**config.mk**
```make
export PLATFORM = sky130hd
export DESIGN_NAME = pal_sync_gen
export DESIGN_NICKNAME = d
export VERILOG_FILES = /design/src/rtl/pal_sync_gen.sv
export SDC_FILE = /design/constraint.sdc
export NUM_CORES = 1
export LEC_CHECK = 0
export ABC_AREA = 1
export CORE_MARGIN = 8
export CORE_UTILIZATION = 55
export CTS_CLUSTER_DIAMETER = 40
export CTS_CLUSTER_SIZE = 28
export DETAILED_ROUTE_END_ITERATION = 10
export PLACE_DENSITY = 0.8
export SLEW_MARGIN = 20
export SYNTH_ARGS = -nofsm -noshare
export SYNTH_HDL_FRONTEND = slang
export SYNTH_SLANG_ARGS = --single-unit
```
**constraint.sdc**
```tcl
create_clock -name clk24 -period 2.9 [get_ports clk24]
set_input_delay 0.58 -clock clk24 [delete_from_list [all_inputs] [get_ports clk24]]
set_output_delay 0.58 -clock clk24 [all_outputs]
set_load 0.05 [all_outputs]
```
**src/rtl/pal_sync_gen.sv**
```systemverilog
// pal_sync_gen: PAL raster timing generator.
// Produces hsync/vsync, porch/data-enable, active pixel coordinates, a line
// strobe and field parity. Every output is registered one clock after the
// h/v counter state it decodes.
// Build option: define PAL_INTERLACE_EN for 313/312-line interlaced fields
// with a half-line vsync offset in field 1; otherwise every field is V_TOTAL
// lines with line-aligned vsync.

`timescale 1ns/1ps

module pal_sync_gen #(
    parameter int H_TOTAL      = 1536,
    parameter int H_SYNC       = 113,
    parameter int H_ACT_START  = 264,
    parameter int H_ACT_END    = 1480,
    parameter int V_TOTAL      = 312,
    parameter int V_SYNC_LINES = 3,
    parameter int V_ACT_START  = 23,
    parameter int V_ACT_END    = 311
) (
    input  logic        clk24,
    input  logic        reset,
    output logic        hs_n,
    output logic        vs_n,
    output logic        porch,
    output logic        de,
    output logic [10:0] pix_x,
    output logic [8:0]  pix_y,
    output logic        line_stb,
    output logic        field
);

    localparam logic [10:0] H_LAST   = 11'(H_TOTAL - 1);
    localparam logic [10:0] H_SYNC_C = 11'(H_SYNC);
    localparam logic [10:0] H_AS_C   = 11'(H_ACT_START);
    localparam logic [10:0] H_AE_C   = 11'(H_ACT_END);
    localparam logic [8:0]  V_LAST   = 9'(V_TOTAL - 1);
    localparam logic [8:0]  V_SYNC_C = 9'(V_SYNC_LINES);
    localparam logic [8:0]  V_AS_C   = 9'(V_ACT_START);
    localparam logic [8:0]  V_AE_C   = 9'(V_ACT_END);
`ifdef PAL_INTERLACE_EN
    // Field 0 carries the extra line of the 625-line frame.
    localparam logic [8:0]  V_LAST_LONG = 9'(V_TOTAL);
    localparam logic [10:0] H_HALF      = 11'(H_TOTAL / 2);
`endif

    // Timing counters (fld_q is the counter-side field, field_q the output copy)
    logic [10:0] h_cnt_q, h_cnt_d;
    logic [8:0]  v_cnt_q, v_cnt_d;
    logic        fld_q, fld_d;

    // Registered outputs
    logic        hs_n_q, hs_n_d;
    logic        vs_n_q, vs_n_d;
    logic        porch_q, porch_d;
    logic        de_q, de_d;
    logic [10:0] pix_x_q, pix_x_d;
    logic [8:0]  pix_y_q, pix_y_d;
    logic        line_stb_q, line_stb_d;
    logic        field_q, field_d;

    logic        h_wrap;
    logic        v_wrap;
    logic [8:0]  v_last;
    logic        vs_low;
    logic        active;

    // Counter advance: h wraps every line, v wraps at the field's last line
    always_comb begin
        h_wrap  = (h_cnt_q == H_LAST);
`ifdef PAL_INTERLACE_EN
        v_last  = fld_q ? V_LAST : V_LAST_LONG;
`else
        v_last  = V_LAST;
`endif
        v_wrap  = (v_cnt_q == v_last);
        h_cnt_d = h_wrap ? 11'd0 : h_cnt_q + 11'd1;
        v_cnt_d = v_cnt_q;
        fld_d   = fld_q;
        if (h_wrap) begin
            v_cnt_d = v_wrap ? 9'd0 : v_cnt_q + 9'd1;
            if (v_wrap) begin
                fld_d = ~fld_q;
            end
        end
    end

    // Output decode from the current counter state
    always_comb begin
`ifdef PAL_INTERLACE_EN
        if (fld_q) begin
            vs_low = ((v_cnt_q == 9'd0) && (h_cnt_q >= H_HALF))
                  || ((v_cnt_q != 9'd0) && (v_cnt_q < V_SYNC_C))
                  || ((v_cnt_q == V_SYNC_C) && (h_cnt_q < H_HALF));
        end else begin
            vs_low = (v_cnt_q < V_SYNC_C);
        end
`else
        vs_low = (v_cnt_q < V_SYNC_C);
`endif
        active = (h_cnt_q >= H_AS_C) && (h_cnt_q < H_AE_C)
              && (v_cnt_q >= V_AS_C) && (v_cnt_q < V_AE_C);

        hs_n_d     = ~(h_cnt_q < H_SYNC_C);
        vs_n_d     = ~vs_low;
        porch_d    = ~active;
        de_d       = active;
        pix_x_d    = active ? (h_cnt_q - H_AS_C) : 11'd0;
        pix_y_d    = active ? (v_cnt_q - V_AS_C) : 9'd0;
        line_stb_d = (h_cnt_q == 11'd0);
        field_d    = fld_q;
    end

    // State and output registers; reset aborts the line/field at once
    always_ff @(posedge clk24) begin
        if (reset) begin
            h_cnt_q    <= 11'd0;
            v_cnt_q    <= 9'd0;
            fld_q      <= 1'b0;
            hs_n_q     <= 1'b1;
            vs_n_q     <= 1'b1;
            porch_q    <= 1'b1;
            de_q       <= 1'b0;
            pix_x_q    <= 11'd0;
            pix_y_q    <= 9'd0;
            line_stb_q <= 1'b0;
            field_q    <= 1'b0;
        end else begin
            h_cnt_q    <= h_cnt_d;
            v_cnt_q    <= v_cnt_d;
            fld_q      <= fld_d;
            hs_n_q     <= hs_n_d;
            vs_n_q     <= vs_n_d;
            porch_q    <= porch_d;
            de_q       <= de_d;
            pix_x_q    <= pix_x_d;
            pix_y_q    <= pix_y_d;
            line_stb_q <= line_stb_d;
            field_q    <= field_d;
        end
    end

    assign hs_n     = hs_n_q;
    assign vs_n     = vs_n_q;
    assign porch    = porch_q;
    assign de       = de_q;
    assign pix_x    = pix_x_q;
    assign pix_y    = pix_y_q;
    assign line_stb = line_stb_q;
    assign field    = field_q;

endmodule

```
## Yosys cells after proc, flatten, opt, wreduce, memory -nomap -nowiden

Index checks and enable logic that the tools add are counted.

| word-level totals | value |
|---|---|
| output and inout bits | 26 |
| register bits | 47 |
| input bits | 2 |
| word-level logic and storage cells | 35 |

| operators by class | value |
|---|---|
| bitwise operators | 4 |
| add/subtract/negate cells | 4 |
| magnitude comparators | 6 |
| muxes and demuxes | 1 |
| reduce and logical (&&, ||, !) cells | 7 |
| eq/ne operators | 2 |

Operator list:

| cell | number |
|---|---|
| adder 11 x 1 -> 11 bit (second input constant) | 1 |
| equality test 11 bit (second input constant) | 1 |
| >= comparator 11 x 9 -> 1 bit (second input constant) | 1 |
| logical NOT 11 bit | 1 |
| < comparator 11 bit (second input constant) | 1 |
| < comparator 11 x 7 -> 1 bit (second input constant) | 1 |
| subtractor 11 x 9 -> 11 bit (second input constant) | 1 |
| adder 9 x 1 -> 9 bit (second input constant) | 1 |
| equality test 9 bit (second input constant) | 1 |
| >= comparator 9 x 5 -> 1 bit (second input constant) | 1 |
| < comparator 9 x 2 -> 1 bit (second input constant) | 1 |
| < comparator 9 bit (second input constant) | 1 |
| two-way mux 9 bit | 1 |
| subtractor 9 x 5 -> 9 bit (second input constant) | 1 |
| NOT 1 bit | 4 |
| OR reduction 2 bit | 2 |
| logical AND 1 bit | 3 |
| AND reduction 2 bit | 1 |

## Logic depth before layout (Yosys ltp)

| logic depth | value |
|---|---|
| word-level depth | 6 |
| mapped depth | 11 |
| gate-level depth less buffers | 10 |

## Worst setup path before layout

OpenSTA, ideal clock, no wires.

| timing | value |
|---|---|
| path type | register -> register |
| start | register h_cnt_q[3] |
| end | register pix_x_q[3] (netlist: pix_x[3]) |
| stages on the path, launching flop included | 11 |
| slack | 1.407 ns |
| arrival time | 1.428 ns |
| library setup time | 0.065 ns |
| required time | 2.835 ns |
| clock period less this slack | 1.493 ns |
| buffers on the path | 1 |
| cells stage by stage | dfxtp_1 > inv_1 > ha_1 > inv_1 > nor2_1 > nand2_1 > nand2_1 > nand3_1 > nand3_2 > buf_6 > nor2_1 |

| between the ends | value |
|---|---|
| word-level cells in the longest chain between the ends | 6 |
| elaborated cells between the ends (all ways) | 8 |
| those cells by class | add/sub: 1; order compare: 2; bitwise: 1; reduce/logical: 4 |

RTL lines:

| element | line | text |
|---|---|---|
| start, declared | 48 | `logic [10:0] h_cnt_q, h_cnt_d;` |
| start signal, assigned | 129 | `h_cnt_q <= h_cnt_d;` |
| >= comparator 11 x 9 -> 1 bit or < comparator 11 bit (tied branches) | 101 | `active = (h_cnt_q >= H_AS_C) && (h_cnt_q < H_AE_C)` |
| logical AND 1 bit | 101 |  |
| logical AND 1 bit (2 in a row) | 102 | `&& (v_cnt_q >= V_AS_C) && (v_cnt_q < V_AE_C);` |
| NOT 1 bit (no line) | n/a |  |
| OR reduction 2 bit (no line) | n/a |  |
| end signal, assigned | 136 | `pix_x_q <= pix_x_d;` |
| end, declared | 57 | `logic [10:0] pix_x_q, pix_x_d;` |

Several ways; a longest one is shown, not always the timed one.
A chain may end at the register's enable or synchronous reset.

## Worst setup path in the final report

| timing | value |
|---|---|
| start | register pix_x_q[10] (netlist: pix_x[10]) |
| end | output port pix_x[10] |

RTL lines:

| element | line | text |
|---|---|---|
| end, declared | 27 | `output logic [10:0] pix_x,` |

No word-level cell between the ends.

==> metrics.txt <==
delay-heaviest family, CP buffers and inverters; first-pass GRT wire length around 7000 µm; worst slew pin tran 0.507 ns; largest net degree at the start of global routing 23; placed inst area roughly 2400 µm²; DR DRC count 0; Critical-path top delay cell clkdlybuf4s50_1; CP arrival 1.42 ns; area growth from synthesis to layout 17.4%; Mapped Nets slightly below 300; worst min path class reg -> reg; layout cells sized above 1 under 10%; # diodes 0; vias per cell 4.92; Worst path max stage delay 0.80 ns; Hold Vio Cnt, Final 0; Critical Path RT 2.32 ns; power per standard cell area 438 nW/µm²; clock transition at the registers of the reported paths 0.08 ns; Synth cell types 29; mapped cell area 2110 µm²; Filler Cells Inserted approximately 320; H-tree Lvls 2; max-cap violation count 0; Port Buf Inserts 27; max-slew violation count 0; dpl hpwl around 3000 µm; Max Fclk 0.499 GHz; design area about 2500 µm²; I/O pin count 28; RSZ-0062 raised after global routing false; CTS root buf clkbuf_8; buffer count from post-CTS setup fixing 0; status complete, no violations; setup violators final 0; Avg Inst Size Synth 7.30 µm²; number of gates resized after CTS 0; Cells after Synth 289; crit path time final 2.00 ns; crit-path cells clkdlybuf4s50_1; post-synthesis register bit count 47; crit path capture type primary output; startpoint types flip-flop; CTS tree done; setup TNS 0 ns; crit path kind reg -> out; vias in the first global route 1623; final worst-path cycle share 69.1%; global route overflow 0; CTS Buf Count 5; Core Area 3690 µm²; Crit Path Max Fanout 1; nets@finish 325; die height 77.9 µm; final WL 3970 µm; CTS sink cnt 47; hold_buf cts 0; initial core utilization between 50% and 60%; WP buf/inv 1; clock latency on the worst-skew pair 0.30 ns; initial DRC count 104; DRT Pass-1 Iters 4; Bufs on Longest Clock Path 2; Avg WL per Cell 10.9 µm; Total Routing Usage GR a little over an eighth; Die Wd 77.9 µm; DR vias 1790; ANT nets after route 0; Max rail drop VDD 0.000294 V; Worst Skew 0.00362 ns; YS warnings 0; LEAKAGE 1.15 nW; register area share after synthesis between 40% and 50%; initial antenna violation count 0; slew margin rel. between 60 and 70%; row count 22; Die Area 6070 µm²; RePlAce Congestion 0.864
==> final timing paths <==
kind | start | to | slack [ns] | depth (start not counted)
worst max-delay path | pix_x[10] | pix_x[10] | 0.90 | 1
worst min-delay path | field_d | field | 0.45 | 2
worst max register to register | h_cnt_q[3] | pix_y[4] | 0.96 | 9
worst min register to register | field_d | field | 0.45 | 2
==> registers in the layout, indices dropped and copies added (netlist names) <==
name and flops:
pix_x 11, vs_n 1, hs_n 1, v_cnt_q 9, pix_y 9, h_cnt_q 11
line_stb 1, de 1, porch 1, field 1, field_d 1
==> area by class of cell <==
| type | count | area, µm² | share of cell area, % |
|---|---|---|---|
| Multi-Input combinational cell | 194 | 963 | 38.9 |
| Sequential cell | 47 | 941 | 38.0 |
| Timing Repair Buffer | 27 | 270 | 10.9 |
| Inverter | 41 | 154 | 6.22 |
| Clock buffer | 6 | 82.6 | 3.34 |
| Tap cell | 48 | 60.1 | 2.43 |
| Clock inverter | 1 | 5.00 | 0.202 |
==> through the flow <==
step | hold slack, ns | util [%] | setup slack (ns) | power, mW | cells
after global placement | 0.441 | 64.8 | 0.841 | 0.714 | 357
after detailed placement | 0.439 | 64.8 | 0.819 | 0.714 | 357
after global routing | 0.478 | 67.1 | 0.687 | 1.12 | 364
after floorplan | 0.422 | - | 1.41 | 0.703 | 289
final | 0.449 | 67.1 | 0.896 | 1.08 | 364
after CTS | 0.452 | 67.1 | 0.875 | 1.10 | 364
==> synth_stat cells <==
cell	count	area (µm²)
a211oi_1	1	7.51
a21oi_1	8	40.0
buf_2	1	5.00
buf_4	2	15.0
buf_6	2	22.5
clkbuf_1	1	3.75
clkbuf_2	1	5.00
dfxtp_1	47	941
ha_1	7	87.6
inv_1	38	143
inv_2	3	11.3
nand2_1	56	210
nand2_2	1	6.26
nand2_4	1	11.3
nand3_1	21	105
nand3_2	2	20.0
nand3_4	1	17.5
nand4_1	8	50.1
nor2_1	62	233
nor2_2	1	6.26
nor2_4	1	11.3
nor3_1	7	35.0
nor4_1	2	12.5
o21a_1	1	7.51
o21ai_0	4	20.0
o21ai_1	1	5.00
o31ai_1	1	7.51
xnor2_1	2	17.5
xor2_1	6	52.6
==> cell usage in the layout, fill, tap and decap left out, types with 7 or more instances in the layout <==
| cell | synthesis | routed |
|---|---|---|
| a21oi_1 | 8 | 8 |
| nor2_1 | 62 | 62 |
| nor3_1 | 7 | 7 |
| inv_1 | 38 | 38 |
| nand4_1 | 8 | 8 |
| clkdlybuf4s50_1 | 0 | 27 |
| nand2_1 | 56 | 56 |
| ha_1 | 7 | 7 |
| dfxtp_1 | 47 | 47 |
| nand3_1 | 21 | 21 |
==> power by group <==
| group | switching (mW) | leakage, nW | internal, mW |
|---|---|---|---|
| clock | 0.199 | 0.0470 | 0.187 |
| sequential | 0.00471 | 0.380 | 0.651 |
| combinational | 0.0287 | 0.718 | 0.0142 |
| total | 0.232 | 1.15 | 0.852 |
==> cells by family after synthesis <==
logic type	count (synthesis)	share of synthesized area, %
simple gates	163	34.0
buf+inv	48	9.73
flops	47	44.6
compound gates	16	4.15
xor+xnor	8	3.32
fa+ha+maj	7	4.15
==> routing by layer <==
| layer | track usage (%) | part of all wire (%) | vias to the layer above |
|---|---|---|---|
| met5 | 0 | 0 | - |
| met4 | 6.11 | 2.0 | 0 |
| met3 | 3.69 | 5.8 | 9 |
| met2 | 21.1 | 41 | 47 |
| met1 | 17.2 | 51 | 777 |
| li1 | - | - | 957 |
(Power assumes the default switching activity.)
